File: src/rtl/pipeline_ctrl_pkg.sv
// Shared types and constants for the pipeline stall/freeze controller.
package pipeline_ctrl_pkg;

  localparam int unsigned REG_IDX_W  = 5;
  localparam logic [REG_IDX_W-1:0] REG_ZERO = '0;
  localparam int unsigned WAIT_CNT_W = 4;

  typedef enum logic [1:0] {
    IDLE,
    ACCESS,
    DONE
  } sram_state_t;

  // A source depends on a producer only if the producer writes back to that nonzero register.
  function automatic logic reg_match(input logic [REG_IDX_W-1:0] src,
                                     input logic [REG_IDX_W-1:0] dest,
                                     input logic                 wb_en);
    return wb_en && (src != REG_ZERO) && (src == dest);
  endfunction

endpackage

File: src/rtl/raw_hazard_detect.sv
// Combinational RAW hazard comparators for the ID stage.
// PIPE_FORWARD_EN selects the load-use-only variant used alongside a forwarding unit.
module raw_hazard_detect
  import pipeline_ctrl_pkg::*;
(
  input  logic [REG_IDX_W-1:0] id_src1,
  input  logic [REG_IDX_W-1:0] id_src2,
  input  logic                 id_uses_src2,
  input  logic [REG_IDX_W-1:0] exe_dest,
  input  logic                 exe_wb_en,
  input  logic                 exe_mem_r_en,
  input  logic [REG_IDX_W-1:0] mem_dest,
  input  logic                 mem_wb_en,
  output logic                 haz_raw
);

  logic src1_haz;
  logic src2_haz;

`ifdef PIPE_FORWARD_EN
  logic unused_mem;
  assign unused_mem = ^{mem_dest, mem_wb_en};

  // Forwarding covers everything except a load result needed in the very next cycle.
  always_comb begin
    src1_haz = reg_match(id_src1, exe_dest, exe_wb_en & exe_mem_r_en);
    src2_haz = id_uses_src2 & reg_match(id_src2, exe_dest, exe_wb_en & exe_mem_r_en);
  end
`else
  logic unused_ld;
  assign unused_ld = exe_mem_r_en;

  always_comb begin
    src1_haz = reg_match(id_src1, exe_dest, exe_wb_en) |
               reg_match(id_src1, mem_dest, mem_wb_en);
    src2_haz = id_uses_src2 & (reg_match(id_src2, exe_dest, exe_wb_en) |
                               reg_match(id_src2, mem_dest, mem_wb_en));
  end
`endif

  assign haz_raw = src1_haz | src2_haz;

endmodule

File: src/rtl/pipeline_stall_ctrl.sv
// Central stall/freeze controller: RAW hazard stalls, multi-cycle SRAM sequencing, statistics.
// Optional PIPE_FORWARD_EN restricts hazard stalls to load-use.
module pipeline_stall_ctrl
  import pipeline_ctrl_pkg::*;
#(
  parameter int unsigned SRAM_WAIT_CYCLES = 5,
  parameter int unsigned CNT_W            = 32
) (
  input  logic                 clk,
  input  logic                 rst,
  input  logic [REG_IDX_W-1:0] id_src1,
  input  logic [REG_IDX_W-1:0] id_src2,
  input  logic                 id_uses_src2,
  input  logic [REG_IDX_W-1:0] exe_dest,
  input  logic                 exe_wb_en,
  input  logic                 exe_mem_r_en,
  input  logic [REG_IDX_W-1:0] mem_dest,
  input  logic                 mem_wb_en,
  input  logic                 mem_r_en,
  input  logic                 mem_w_en,
  output logic                 hold_if_id,
  output logic                 bubble_id_exe,
  output logic                 freeze_all,
  output logic                 sram_we,
  output logic                 sram_oe,
  output logic                 mem_ready,
  output logic [CNT_W-1:0]     stall_cnt,
  output logic [CNT_W-1:0]     freeze_cnt
);

  localparam logic [WAIT_CNT_W-1:0] WAIT_LOAD = WAIT_CNT_W'(SRAM_WAIT_CYCLES - 1);

  sram_state_t           state_q, state_d;
  logic [WAIT_CNT_W-1:0] wait_q, wait_d;
  logic [CNT_W-1:0]      stall_cnt_q, stall_cnt_d;
  logic [CNT_W-1:0]      freeze_cnt_q, freeze_cnt_d;

  logic haz_raw;
  logic mem_req;
  logic freeze_raw, ready_raw, we_raw, oe_raw;

  raw_hazard_detect u_haz (
    .id_src1      (id_src1),
    .id_src2      (id_src2),
    .id_uses_src2 (id_uses_src2),
    .exe_dest     (exe_dest),
    .exe_wb_en    (exe_wb_en),
    .exe_mem_r_en (exe_mem_r_en),
    .mem_dest     (mem_dest),
    .mem_wb_en    (mem_wb_en),
    .haz_raw      (haz_raw)
  );

  assign mem_req = mem_r_en | mem_w_en;

  always_comb begin
    state_d    = state_q;
    wait_d     = wait_q;
    freeze_raw = 1'b0;
    ready_raw  = 1'b0;
    we_raw     = 1'b0;
    oe_raw     = 1'b0;
    unique case (state_q)
      IDLE: begin
        if (mem_req) begin
          freeze_raw = 1'b1;
          we_raw     = mem_w_en;
          oe_raw     = mem_r_en;
          wait_d     = WAIT_LOAD;
          state_d    = (SRAM_WAIT_CYCLES == 1) ? DONE : ACCESS;
        end
      end
      ACCESS: begin
        freeze_raw = 1'b1;
        we_raw     = mem_w_en;
        oe_raw     = mem_r_en;
        wait_d     = wait_q - WAIT_CNT_W'(1);
        if (wait_q <= WAIT_CNT_W'(1)) begin
          wait_d  = '0;
          state_d = DONE;
        end
      end
      DONE: begin
        // Pipeline advances this cycle; a still-visible request belongs to the finished access.
        ready_raw = 1'b1;
        oe_raw    = mem_r_en;
        state_d   = IDLE;
      end
      default: state_d = IDLE;
    endcase
  end

  assign freeze_all    = freeze_raw & ~rst;
  assign mem_ready     = ready_raw & ~rst;
  assign sram_we       = we_raw & ~rst;
  assign sram_oe       = oe_raw & ~rst;
  assign hold_if_id    = haz_raw & ~freeze_raw & ~rst;
  assign bubble_id_exe = hold_if_id;
  assign stall_cnt     = rst ? '0 : stall_cnt_q;
  assign freeze_cnt    = rst ? '0 : freeze_cnt_q;

  always_comb begin
    stall_cnt_d  = stall_cnt_q;
    freeze_cnt_d = freeze_cnt_q;
    if (hold_if_id && (stall_cnt_q != '1))
      stall_cnt_d = stall_cnt_q + CNT_W'(1);
    if (freeze_all && (freeze_cnt_q != '1))
      freeze_cnt_d = freeze_cnt_q + CNT_W'(1);
  end

  always_ff @(posedge clk) begin
    if (rst) begin
      state_q      <= IDLE;
      wait_q       <= '0;
      stall_cnt_q  <= '0;
      freeze_cnt_q <= '0;
    end else begin
      state_q      <= state_d;
      wait_q       <= wait_d;
      stall_cnt_q  <= stall_cnt_d;
      freeze_cnt_q <= freeze_cnt_d;
    end
  end

endmodule

File: config.mk
export PLATFORM = sky130hd
export DESIGN_NAME = pipeline_stall_ctrl
export DESIGN_NICKNAME = d
export VERILOG_FILES = /design/src/rtl/pipeline_ctrl_pkg.sv /design/src/rtl/raw_hazard_detect.sv /design/src/rtl/pipeline_stall_ctrl.sv
export SDC_FILE = /design/constraint.sdc
export NUM_CORES = 1
export LEC_CHECK = 0
export ABC_AREA = 1
export ABC_CLOCK_PERIOD_IN_PS = 2200
export BUFFER_PORTS_ARGS = -buffer_cell sky130_fd_sc_hd__buf_2
export CORE_ASPECT_RATIO = 0.9
export CORE_MARGIN = 2
export CORE_UTILIZATION = 57
export CTS_BUF_LIST = sky130_fd_sc_hd__clkbuf_16
export DETAILED_ROUTE_END_ITERATION = 12
export HOLD_SLACK_MARGIN = 0.08
export PLACE_DENSITY = 0.85
export SLEW_MARGIN = 0
export SYNTH_ARGS = -nofsm -noshare
export SYNTH_HDL_FRONTEND = slang
export SYNTH_HIERARCHICAL = 1
export SYNTH_SLANG_ARGS = --single-unit
File: constraint.sdc
create_clock -name clk -period 2.2 [get_ports clk]
set_clock_uncertainty 0.15 [all_clocks]
set_input_delay 0.33 -clock clk [delete_from_list [all_inputs] [get_ports clk]]
set_output_delay 0.33 -clock clk [all_outputs]
set_load 0.02 [all_outputs]
==> impl_results.md <==
* Layout cells sized above 1 at 0.1867
* Row Count at 33
* Antenna diode count at 0
* Antenna violations before repair at 0
* Unrepaired setup endpoints after global routing: true
* Detail Route Antenna Nets at 0
* Mapped Cells at 955
* Vias at 6110
* Worst Path Class, Setup: reg2out
* Clk_lat worst skew at 0.34 ns
* Mapped Area at 0.005281 sq mm
* Final Cell Area at 0.006457 sq mm
* Register area share after synthesis at 0.2653
* Status: completed
* Worst hold endpoint: wait_q[1]
* Largest net degree at the start of global routing at 47
* Fin nets at 1103
* TritonRoute pass-1 iters at 5
* Post-DR vias/cell at roughly 5
* Min Tclk post-route at ~2.1 ns
* Die width at 105.5 um
* Compound-Gate Fraction of Synth Area at 0.06728
* Tcrit/Tclk final at 0.9631
* CTS Buf Count at 9
* Gpl congestion at 0.9505
* DIE AREA at 0.01005 sq mm
* Syn Area/Cell at ~5.5 sq um
* Post-Synth XOR/XNOR Area at 0.01161
* Crit path arrival time at 1.64 ns
* Gr usage total at 0.2821
* R2r startpoint: state_q[1]
* Final setup fails at 0
* CP required at 1.72 ns
* CTS HTree Levels at 3
* Synth top area share at 0.2653
* Post-Synth Adder-Cell Area at 0.02132
* Fillers at 812
* Port buffer count at 96
* Synth Area in Simple Gates at 0.4947
* Root Buffer: clkbuf_16
* Final setup margin at between 0.08 and 0.09 ns
* Synth area leaders: dfxtp_1 (27%), nand2_1 (18%), nor2_1 (18%)
* IR Drop Worst-Case VDD at 392.6 uV
* Dpl hpwl at 10200 um
* # hold bufs at CTS at 0
* Slew headroom at 0.7050
* Setup crit end kind: output pin
* DR iter-0 viols at approximately 400
* Largest family of logic cells by synthesized area: simple AND/OR/NAND/NOR gates
* Die Y at roughly 95 um
* Area of the multi-input gates at 0.003234 sq mm
* WHS Path Cells at 2
* Clock-pin transition on the worst setup and hold timing paths at 0.05 ns
* Area post-placement at 0.005951 sq mm
* Crit start category: flop
* Reg2reg path depth at 12
* Global route overflow at 0
* Core area at roughly 0.0090 sq mm
* Worst reg2reg endpoint: stall_cnt_q[15]
* Yosys cell types at 33
* Total area of sequential cells at 0.001406 sq mm
* Min-delay src: wait_q[1]
* Hold Path Class: reg2reg
* Final max-slew violation count at 0
* Leakage at 3.040 nW
* Total Wirelength at roughly 14000 um
* Fmax at between 0.4 and 0.5 GHz
* Yosys warning total at 6
* Worst-Margin Slew at 0.4425 ns
* Worst R2R Setup Slack at 0.09 ns
* Ports at 98
* #FFs+latches synth at 70
* DRC violations left at 0
* Max Buffers Root-to-Sink at 2
* PwrDens at 600.3 mW/mm^2
* Cell taking the most area after synthesis: dfxtp_1
* First-pass GRT wire length at 23250 um
* Mux contribution to synthesized area at 0
* Initial Utilization at 0.5841
* Pre-CTS WS at -0.08813 ns
* Wire per inst at 11.98 um
* Max-cap viol count at 0
* Sink Count at 70
* CTS tree: done
* Max Fanout on Critical Path at 4
* Mapped Nets at 992
* Vias in the first global route at 5270
* Area grow syn2layout at 22.27%
* Final Hold Viols at 0
-- cells in the mapped netlist, drive strengths merged --
cell and n:
inv 146, nand4 23, or2 1, clkbuf 11, a211oi 1, nand3 69
clkinv 1, nor2 262, o21ai 15, and2 1, nand3b 3, a21oi 46
ha 9, dfxtp 70, nand2 262, a21boi 1, a31oi 5, nor3 6
xor2 7, buf 16
-- cell usage in the layout, fill, tap and decap left out, drive strengths merged --
cell type  count
inv          147
nand3         69
o21ai         15
bufinv         2
nand4         23
nor2         262
a31oi          5
buf          127
clkinv         4
clkbuf         9
and2           1
a21boi         1
xor2           7
nand3b         3
nand2        262
a21oi         46
a211oi         1
nor3           6
dfxtp         70
or2            1
clkinvlp       1
ha             9
-- cell families (layout without fill, tap and decap cells) --
kind of cell               after synthesis  in the layout
DFF                                     70             70
buffers and inverters                  174            290
adders and majority gates                9              9
AOI/OAI and AO/OA                       68             68
and+or+nand+nor                        627            627
xor gates and xnor gates                 7              7
-- per-stage QoR --
| stage | hold WS, ns | TNS, ns | utilization | cells | power, mW |
|---|---|---|---|---|---|
| final | 0.3206 | 0 | 0.7141 | 1193 | 3.876 |
| after CTS | 0.3263 | 0 | 0.6977 | 1192 | 3.775 |
| after global placement | 0.3002 | -0.5645 | 0.6581 | 1174 | 2.165 |
| after detailed placement | 0.3191 | -0.6486 | 0.6581 | 1174 | 2.182 |
| after floorplan | 0.2900 | 0 | - | 955 | 1.971 |
| after global routing | 0.3390 | -0.1031 | 0.7141 | 1193 | 4.070 |
-- metal layers --
layer | GRT usage | up-vias | part of all wire
met1 | 0.3595 | 2677 | 0.44
met2 | 0.4828 | 241 | 0.46
met4 | 0.09222 | 0 | 0.027
met3 | 0.05468 | 42 | 0.070
li1 | - | 3150 | -
met5 | 0 | - | 0
-- critical path: stages (launching register included) --
cell and delay [ns]:
dfxtp_2 0.36, inv_4 0.06, ha_4 0.17, inv_1 0.09
nand2_2 0.10, a21boi_2 0.17, buf_4 0.13, buf_6 0.10
buf_6 0.11
-- worst max-delay path by stage --
stage,depth (start not counted),slack (ns),startpoint,end
after floorplan,13,0.25,mem_dest[2],hold_if_id
after global placement,18,-0.08,id_src2[1],stall_cnt_q[27]
after detailed placement,18,-0.09,id_src2[1],stall_cnt_q[27]
after CTS,8,0.01,state_q[0],bubble_id_exe
after global routing,18,-0.06,exe_dest[4],stall_cnt_q[15]
final,8,0.08,state_q[1],hold_if_id
-- final cells by class --
class | instances | area share
multi-input combinational | 711 | 0.5009
sequential | 70 | 0.2178
timing repair buffer | 127 | 0.1230
inverter | 147 | 0.08584
clock buffer | 9 | 0.03488
tap | 122 | 0.02364
clock inverter | 7 | 0.01395
-- state kept, by name (all words and copies together), names as in the netlist --
signal        flops
freeze_cnt_q     32
stall_cnt_q      32
wait_q            4
state_q           2
-- report_power, final --
part	switching, mW	internal, mW
sequential	0.0744	1.34
combinational	0.561	0.343
clock	0.568	0.986
total	1.20	2.67
-- repair_timing --
item,in CTS,in global routing
resized for setup,12,41
pin swaps,2,15
setup buffers,2,1
endpoints found under the setup margin,3,23
(Power assumes the default switching activity.)
